===== src/rtl/box_readback_pkg.sv =====
// Shared screen geometry, colour/address widths and FSM encoding for the box readback
// and box drawer blocks.
package box_readback_pkg;

  localparam int VGA_SCREEN_W = 160;
  localparam int VGA_SCREEN_H = 120;
  localparam int ADDR_W       = 15;
  localparam int COL_W        = 3;

  localparam logic [COL_W-1:0] VGA_BG_COLOUR = 3'b000;

  typedef enum logic [1:0] {
    ST_IDLE  = 2'd0,
    ST_SCAN  = 2'd1,
    ST_DRAIN = 2'd2,
    ST_DONE  = 2'd3
  } state_t;

endpackage


===== src/rtl/box_scan_counter.sv =====
// Row-major cx/cy walker over a size x size box; px/py are registered absolute coordinates,
// one pixel per step, no stall input (the caller simply withholds step).
module box_scan_counter #(
  parameter int SIZE_W = 4
) (
  input  logic              clk_i,
  input  logic              rst_n_i,
  input  logic              load_i,
  input  logic              step_i,
  input  logic [7:0]        base_x_i,
  input  logic [6:0]        base_y_i,
  input  logic [SIZE_W-1:0] size_i,
  output logic [8:0]        px_o,
  output logic [7:0]        py_o,
  output logic              last_o
);

  logic [SIZE_W-1:0] cx_q, cy_q, size_q, edge_m1;
  logic [7:0]        bx_q;
  logic [8:0]        px_q;
  logic [7:0]        py_q;

  assign edge_m1 = size_q - SIZE_W'(1);
  assign last_o  = (cx_q == edge_m1) && (cy_q == edge_m1);
  assign px_o    = px_q;
  assign py_o    = py_q;

  // px/py are kept one bit wider than the screen so a box hanging off the edge never wraps.
  always_ff @(posedge clk_i) begin
    if (!rst_n_i) begin
      cx_q   <= '0;
      cy_q   <= '0;
      size_q <= '0;
      bx_q   <= '0;
      px_q   <= '0;
      py_q   <= '0;
    end else if (load_i) begin
      cx_q   <= '0;
      cy_q   <= '0;
      size_q <= size_i;
      bx_q   <= base_x_i;
      px_q   <= {1'b0, base_x_i};
      py_q   <= {1'b0, base_y_i};
    end else if (step_i) begin
      if (cx_q == edge_m1) begin
        cx_q <= '0;
        cy_q <= cy_q + SIZE_W'(1);
        px_q <= {1'b0, bx_q};
        py_q <= py_q + 8'd1;
      end else begin
        cx_q <= cx_q + SIZE_W'(1);
        px_q <= px_q + 9'd1;
      end
    end
  end

endmodule


===== src/rtl/box_readback.sv =====
// Reads a square framebuffer region row-major, one read/cycle, and reports non-background hits;
// done pulses size^2+2 cycles after start (1 for size 0); start is only taken while ready.
module box_readback
  import box_readback_pkg::*;
#(
  parameter int               SIZE_W    = 4,
  parameter int               SCREEN_W  = VGA_SCREEN_W,
  parameter int               SCREEN_H  = VGA_SCREEN_H,
  parameter logic [COL_W-1:0] BG_COLOUR = VGA_BG_COLOUR
) (
  input  logic                  clock,
  input  logic                  resetn,
  input  logic                  start,
  input  logic [7:0]            givex,
  input  logic [6:0]            givey,
  input  logic [SIZE_W-1:0]     size,
  output logic                  ready,
  output logic [ADDR_W-1:0]     mem_addr,
  output logic                  mem_rd_en,
  input  logic [COL_W-1:0]      mem_rdata,
  output logic                  done,
  output logic                  hit,
  output logic [2*SIZE_W-1:0]   hit_count,
  output logic [7:0]            hit_x,
  output logic [6:0]            hit_y
);

  localparam int         CNT_W  = 2 * SIZE_W;
  localparam logic [8:0] SCR_W9 = 9'(SCREEN_W);
  localparam logic [7:0] SCR_H8 = 8'(SCREEN_H);

  state_t           state_q, state_d;
  logic             accept, step, last, in_screen;
  logic [8:0]       px;
  logic [7:0]       py;
  logic             rvld_q;
  logic [7:0]       rpx_q;
  logic [6:0]       rpy_q;
  logic             hit_q, hit_d;
  logic [CNT_W-1:0] cnt_q, cnt_d;
  logic [7:0]       hx_q, hx_d;
  logic [6:0]       hy_q, hy_d;

  always_comb begin
    state_d = state_q;
    ready   = 1'b0;
    done    = 1'b0;
    step    = 1'b0;
    accept  = 1'b0;
    case (state_q)
      ST_IDLE: begin
        ready = 1'b1;
        if (start) begin
          accept  = 1'b1;
          state_d = (size == '0) ? ST_DONE : ST_SCAN;
        end
      end
      ST_SCAN: begin
        step = 1'b1;
        if (last) state_d = ST_DRAIN;
      end
      ST_DRAIN: state_d = ST_DONE;
      ST_DONE: begin
        done    = 1'b1;
        state_d = ST_IDLE;
      end
      default: state_d = ST_IDLE;
    endcase
  end

  always_ff @(posedge clock) begin
    if (!resetn) state_q <= ST_IDLE;
    else         state_q <= state_d;
  end

  box_scan_counter #(.SIZE_W(SIZE_W)) u_scan (
    .clk_i    (clock),
    .rst_n_i  (resetn),
    .load_i   (accept),
    .step_i   (step),
    .base_x_i (givex),
    .base_y_i (givey),
    .size_i   (size),
    .px_o     (px),
    .py_o     (py),
    .last_o   (last)
  );

  // Clipped pixels still spend their cycle so latency never depends on position.
  assign in_screen = (px < SCR_W9) && (py < SCR_H8);
  assign mem_rd_en = (state_q == ST_SCAN) && in_screen;
  assign mem_addr  = mem_rd_en ? (ADDR_W'(py) * ADDR_W'(SCREEN_W) + ADDR_W'(px)) : '0;

  always_ff @(posedge clock) begin
    if (!resetn) begin
      rvld_q <= 1'b0;
      rpx_q  <= '0;
      rpy_q  <= '0;
    end else begin
      rvld_q <= mem_rd_en;
      rpx_q  <= px[7:0];
      rpy_q  <= py[6:0];
    end
  end

  always_comb begin
    hit_d = hit_q;
    cnt_d = cnt_q;
    hx_d  = hx_q;
    hy_d  = hy_q;
    if (accept) begin
      hit_d = 1'b0;
      cnt_d = '0;
      hx_d  = '0;
      hy_d  = '0;
    end else if (rvld_q && (mem_rdata != BG_COLOUR)) begin
      cnt_d = cnt_q + CNT_W'(1);
      if (!hit_q) begin
        hit_d = 1'b1;
        hx_d  = rpx_q;
        hy_d  = rpy_q;
      end
    end
  end

  always_ff @(posedge clock) begin
    if (!resetn) begin
      hit_q <= 1'b0;
      cnt_q <= '0;
      hx_q  <= '0;
      hy_q  <= '0;
    end else begin
      hit_q <= hit_d;
      cnt_q <= cnt_d;
      hx_q  <= hx_d;
      hy_q  <= hy_d;
    end
  end

  assign hit       = hit_q;
  assign hit_count = cnt_q;
  assign hit_x     = hx_q;
  assign hit_y     = hy_q;

endmodule


===== config.mk =====
export PLATFORM = sky130hd
export DESIGN_NAME = box_readback
export DESIGN_NICKNAME = d
export VERILOG_FILES = /design/src/rtl/box_readback_pkg.sv /design/src/rtl/box_scan_counter.sv /design/src/rtl/box_readback.sv
export SDC_FILE = /design/constraint.sdc
export NUM_CORES = 1
export LEC_CHECK = 0
export ABC_AREA = 1
export BUFFER_PORTS_ARGS = -buffer_cell sky130_fd_sc_hd__buf_2
export CAP_MARGIN = 20
export CORE_UTILIZATION = 59
export CTS_BUF_LIST = sky130_fd_sc_hd__clkbuf_8
export DETAILED_ROUTE_END_ITERATION = 10
export PLACE_DENSITY = 0.9
export SLEW_MARGIN = 20
export SYNTH_ARGS = -nofsm -noshare
export SYNTH_HDL_FRONTEND = slang
export SYNTH_SLANG_ARGS = --single-unit

===== constraint.sdc =====
create_clock -name clock -period 3 [get_ports clock]
set_input_delay 0.3 -clock clock [delete_from_list [all_inputs] [get_ports clock]]
set_output_delay 0.3 -clock clock [all_outputs]
set_load 0.01 [all_outputs]

* After elaboration in Yosys (flattened, before gate mapping)
Cells that the tools add are included.
Storage, ports and cells: output and inout bits 42, bits of input ports 25, register bits 79
Operators by class: order comparisons 2, $add $sub $neg 7, bitwise logic cells 2, reduce and logical (&&, ||, !) cells 14, mux-type cells 17, multiply operators 1, equal/unequal tests 7
Operators by type and width (count):
- 2-to-1 mux 7 bit | 3
- adder 8 x 1 -> 8 bit (second input constant) | 2
- 2-to-1 mux 8 bit | 2
- adder 15 x 9 -> 15 bit | 1
- 2-to-1 mux 15 bit | 1
- multiplier 8 x 3 -> 10 bit (second input constant) | 1
- adder 9 x 1 -> 9 bit (second input constant) | 1
- < comparator 9 x 8 -> 1 bit (second input constant) | 1
- 2-to-1 mux 9 bit | 1
- adder 4 x 1 -> 4 bit (second input constant) | 2
- == test 4 bit | 2
- < comparator 8 x 7 -> 1 bit (second input constant) | 1
- case mux 2 bit (4 select lines) | 1
- AND reduction 2 bit | 4
- 2-to-1 mux 2 bit | 3
- 2-to-1 mux 1 bit | 5
- == test 2 bit (second input constant) | 2
- logical AND 1 bit | 4
- zero test 4 bit | 1
- 2-to-1 mux 4 bit | 1
- inequality test 2 bit (second input constant) | 2
- nonzero test 2 bit | 2
- subtractor 4 x 1 -> 4 bit (second input constant) | 1
- nonzero test 3 bit | 1
- 4 further kinds | 5

* Logic depth before layout (Yosys ltp)
word-level depth 5, gate-level depth with buffers 14

* Hierarchy
From an unflattened synthesis, not the netlist that was laid out.
Unflattened totals: cell total of the unflattened synthesis 629, area total of the unflattened synthesis 4464.3 um^2
Modules (own cells, without submodules):
- box_readback | area each 2284.7 um^2, cells each 328, instances 1
- box_scan_counter | area each 2179.6 um^2, cells each 301, instances 1

* Worst setup path after synthesis
No wires, ideal clock.
path type reg-to-output, start point register u_scan.py_q[1], in the netlist u_scan.py_o[1], end point output mem_addr[14], data arrival time 2.283 ns, cell stages (with the launch flop) 14, required time 2.700 ns, setup slack 0.417 ns, cell sequence dfxtp_1 > ha_1 > ha_1 > inv_1 > fa_1 > nor2_1 > nand4_1 > nand3_1 > nand2_1 > nor2_1 > nand3_1 > nand2_1 > nand2_1 > nor2_1
On the way: longest elaborated chain between the ends 4
Ends and longest elaborated chain:
- start: declaration | RTL line box_scan_counter.sv:21 | logic [7:0] py_q;
- start signal: assignment | RTL line box_scan_counter.sv:43 | py_q <= {1'b0, base_y_i};
- start signal: assignment | RTL line box_scan_counter.sv:49 | py_q <= py_q + 8'd1;
- branches (longest 3 deep; another with adder 15 x 9 -> 15 bit)
- 2-to-1 mux 15 bit * | RTL line box_readback.sv:92 | assign mem_addr = mem_rd_en ? (ADDR_W'(py) * ADDR_W'(SCREEN_W) + ADDR_W'(px)) : '0;
- end: declaration | RTL line box_readback.sv:18 | output logic [ADDR_W-1:0] mem_addr,
Every way passes the cells marked *.

* Worst setup path in the final report
start point register u_scan.py_q[3], in the netlist u_scan.py_o[3], end point output mem_addr[12]
The elaborated chain is that of the path after synthesis.

==> impl_metrics.tcl <==
set metrics [dict create \
    run_status "finished, final reports clean" \
    timing.final.crit_period_ps 2910 \
    worst-endpoint-arrival_ps 2610 \
    dpl_cell_area_mm2 0.00469 \
    power_switching_mw 1.64 \
    detail_route.first_pass.iterations 5 \
    max-cap-violations 0 \
    layout.core_utilization 0.727 \
    total_leakage_power_nw 2.51 \
    synth_largest_area_cell "sky130_fd_sc_hd__dfxtp_1" \
    max_clock_freq_ghz 0.343 \
    critPathMaxFanout 3 \
    postCtsHoldBufs 0 \
    fillCellCount 552 \
    layout_worst_path_cycle_share 0.970 \
    synth-edff-count 0 \
    syn_avg_cell_area_um2 6.93 \
    diodes 0 \
    globalRouteTotalUtil 0.284 \
    synth_nets 675 \
    syn_to_final_growth_pct 16.5 \
    power_density_mw_per_mm2 768 \
    routed-via-count 4191 \
    most-common-layout-cells "sky130_fd_sc_hd__nand2_1 (148), sky130_fd_sc_hd__inv_1 (84), sky130_fd_sc_hd__dfxtp_1 (74)" \
    peakVddDrop_v 0.000473 \
    netlist_area_mm2 0.00431 \
    timing.hold.worst.class "in2reg" \
    cts_inserted_buffers 9 \
    reg2reg_setup_slack_ps 650 \
    dr_vias_cell 5.31 \
    top_level_ports 67 \
    setup.worst_path.class "reg2out" \
    h-tree-depth 3 \
    ys.flop_type "sky130_fd_sc_hd__dfxtp_1" \
    finalWirelength_mm 10.4 \
    cts_sinks 79 \
    globalRoute.totalOverflow 0 \
    postSynthCellCount 622 \
    hold_viol 0 \
    fp.dieArea_mm2 0.00765 \
    layout.cells.most_common "sky130_fd_sc_hd__nand2_1" \
    route.detailed.wl_per_inst_um 13.2 \
    post_synth_num_cell_types 35 \
    core.rowCount 30 \
    finalNetCount 741 \
    endpoint_type_of_the_worst_setup_path "output port" \
    tightest_slew_margin_relative_to_the_limit 0.629 \
    cts.path.max_buffers 2 \
    setup-violations-final 0 \
    placed_cells 768 \
    final_layout_size_suffix_gt1_frac 0.186 \
    grt_max_degree 37 \
    power_report.internal_total_mw 2.21 \
    area_of_the_multi_input_gates_mm2 0.00236 \
    p_seq_frac 0.371 \
    remaining_antenna_violation_count 0 \
    skew_ps 7.63 \
    grt_setup_unrepaired "yes" \
    ys_seq_elements 79 \
    combPwrFrac 0.426 \
    r2r-end "u_scan.cx_q[2]$_SDFFE_PP0P_" \
    grt_pass1_vias 3926 \
    regArea_mm2 0.00160 \
    final_max_slew_viol_count 0 \
    worstRegToRegCells 9 \
    first_pass_grt_wire_length_mm 17.0 \
    die_x_um 87.5 \
    slew_at_the_pin_with_the_worst_max_slew_slack_ps 555 \
    globalplace.congestion 0.861 \
    post_layout_nonfiller_instances 789 \
    synthesis.yosys.warnings 0 \
    yosys.area.top_type_share 0.367 \
    grt_antenna_before_repair 0 \
    ys_top_cells_by_area "sky130_fd_sc_hd__dfxtp_1 (37%), sky130_fd_sc_hd__nand2_1 (13%), sky130_fd_sc_hd__ha_1 (7.5%)" \
    remaining_drc_errors 0 \
    ctsRootBufferMaster "sky130_fd_sc_hd__clkbuf_8" \
    placeableCoreArea_mm2 0.00691 \
    clock_power_share 0.203 \
    seq_area_frac_synth 0.367 \
    cts_tree "built" \
    path_clk_slew_ps 80 \
    place_hpwl_mm 7.19 \
    start_kind "flop" \
    holdWs_ps 211 \
    worst_hold_path.num_cells 3 \
    async_flop_share 0 \
    required_ps 2700 \
    tns_ps 0 \
    timing.hold.worst.start "givex[7]" \
    initial_core_util 0.624 \
    finalInstanceArea_mm2 0.00502 \
    p_sw_frac 0.426 \
    clock_insertion_delay_worst_skew_ps 350 \
    hold-path-endpoint "u_scan.bx_q[7]$_SDFFE_PN0P_" \
    die_h_um 87.5 \
    drt_iter0_drc 194 \
    critical_path.reg2reg.startpoint "state_q[0]$_SDFFE_PN0P_" \
    place.port_buffers 66 \
]
-- metrics by stage --
| stage | setup slack, ps | power [mW] |
|---|---|---|
| finish | 88.5 | 3.86 |
| global route | -31.9 | 4.16 |
| CTS | 5.06 | 3.73 |
| detailed placement | 206 | 2.92 |
| global placement | 332 | 2.84 |
| floorplan | 417 | 2.55 |
-- worst max-delay path by stage --
stage                     cells past startpoint            to                   startpoint  slack [ps]
after floorplan                              13  mem_addr[14]  u_scan.py_o[1]$_SDFFE_PN0P_         420
after global placement                       14  mem_addr[14]  u_scan.py_o[3]$_SDFFE_PN0P_         330
after detailed placement                     14  mem_addr[14]  u_scan.py_o[3]$_SDFFE_PN0P_         210
after CTS                                    14  mem_addr[14]  u_scan.py_o[3]$_SDFFE_PN0P_           5
after global routing                         14  mem_addr[14]  u_scan.py_o[1]$_SDFFE_PN0P_         -30
final                                        13  mem_addr[12]  u_scan.py_o[3]$_SDFFE_PN0P_          90
-- cell usage after synthesis (4+ instances only) --
master / count
sky130_fd_sc_hd__a21oi_1: 52
sky130_fd_sc_hd__buf_2: 5
sky130_fd_sc_hd__clkbuf_1: 11
sky130_fd_sc_hd__dfxtp_1: 79
sky130_fd_sc_hd__ha_1: 26
sky130_fd_sc_hd__inv_1: 84
sky130_fd_sc_hd__inv_2: 7
sky130_fd_sc_hd__nand2_1: 149
sky130_fd_sc_hd__nand3_1: 50
sky130_fd_sc_hd__nand4_1: 11
sky130_fd_sc_hd__nor2_1: 59
sky130_fd_sc_hd__nor3_1: 6
sky130_fd_sc_hd__o21ai_0: 28
sky130_fd_sc_hd__o22ai_1: 4
sky130_fd_sc_hd__xor2_1: 16
-- per-layer routing --
| metal | GRT usage | up-vias | routed length, um |
|---|---|---|---|
| met1 | 0.347 | 1888 | 4530 |
| li1 | - | 2119 | - |
| met4 | 0.104 | 0 | 262 |
| met5 | 0 | - | 0 |
| met3 | 0.0559 | 31 | 599 |
| met2 | 0.494 | 153 | 5000 |
-- cells by family (layout without fill, tap and decap cells) --
group                    Yosys count  in the layout  synth area share
AND/OR/NAND/NOR                  291            291             0.293
adder cells (fa/ha/maj)           28             28            0.0848
buffers and inverters            113            184             0.104
flip-flops                        79             79             0.367
XOR/XNOR                          19             19            0.0386
AO/OA/AOI/OAI                     92             92             0.112
-- worst max-delay path, cell delays in order (launching register included) --
cell and delay, ps:
sky130_fd_sc_hd__dfxtp_4 360, sky130_fd_sc_hd__ha_4 270, sky130_fd_sc_hd__ha_4 140, sky130_fd_sc_hd__inv_2 40, sky130_fd_sc_hd__fa_2 550, sky130_fd_sc_hd__inv_1 80
sky130_fd_sc_hd__nand2_1 90, sky130_fd_sc_hd__nand3_2 100, sky130_fd_sc_hd__nand2_2 100, sky130_fd_sc_hd__nor2_4 40, sky130_fd_sc_hd__buf_4 140, sky130_fd_sc_hd__xnor2_2 120
sky130_fd_sc_hd__nor2_1 90, sky130_fd_sc_hd__buf_2 140
-- sequential cells by signal, summed over array words and instances (netlist names) --
signal / flops
rvld_q: 1
hit_x: 8
u_scan.px_o: 9
u_scan.size_q: 4
rpy_q: 7
hit_count: 8
u_scan.cx_q: 4
u_scan.bx_q: 8
state_q: 2
hit_y: 7
u_scan.cy_q: 4
rpx_q: 8
u_scan.py_o: 8
hit: 1
-- power groups by stage --
stage / registers, mW / clock network, mW / logic (mW)
after detailed placement: 1.43 / 0 / 1.49
after global routing: 1.45 / 0.848 / 1.86
after floorplan: 1.39 / 0 / 1.17
after CTS: 1.42 / 0.790 / 1.52
final: 1.43 / 0.783 / 1.64
after global placement: 1.42 / 0 / 1.42
-- final cells by class --
cell class / instances / share of cell area
clock buffer: 9 / 0.0247
clock inverter: 7 / 0.0145
inverter: 93 / 0.0695
multi-input combinational: 430 / 0.470
sequential: 79 / 0.318
tap: 96 / 0.0239
timing repair buffer: 75 / 0.0792
-- repair_timing --
action | CTS | global route
resized for setup | 9 | 17
buffers inserted | 3 | 2
pin swaps | 7 | 7
setup endpoints to repair | 2 | 4
Note: power is estimated with default switching activity, not from simulation.
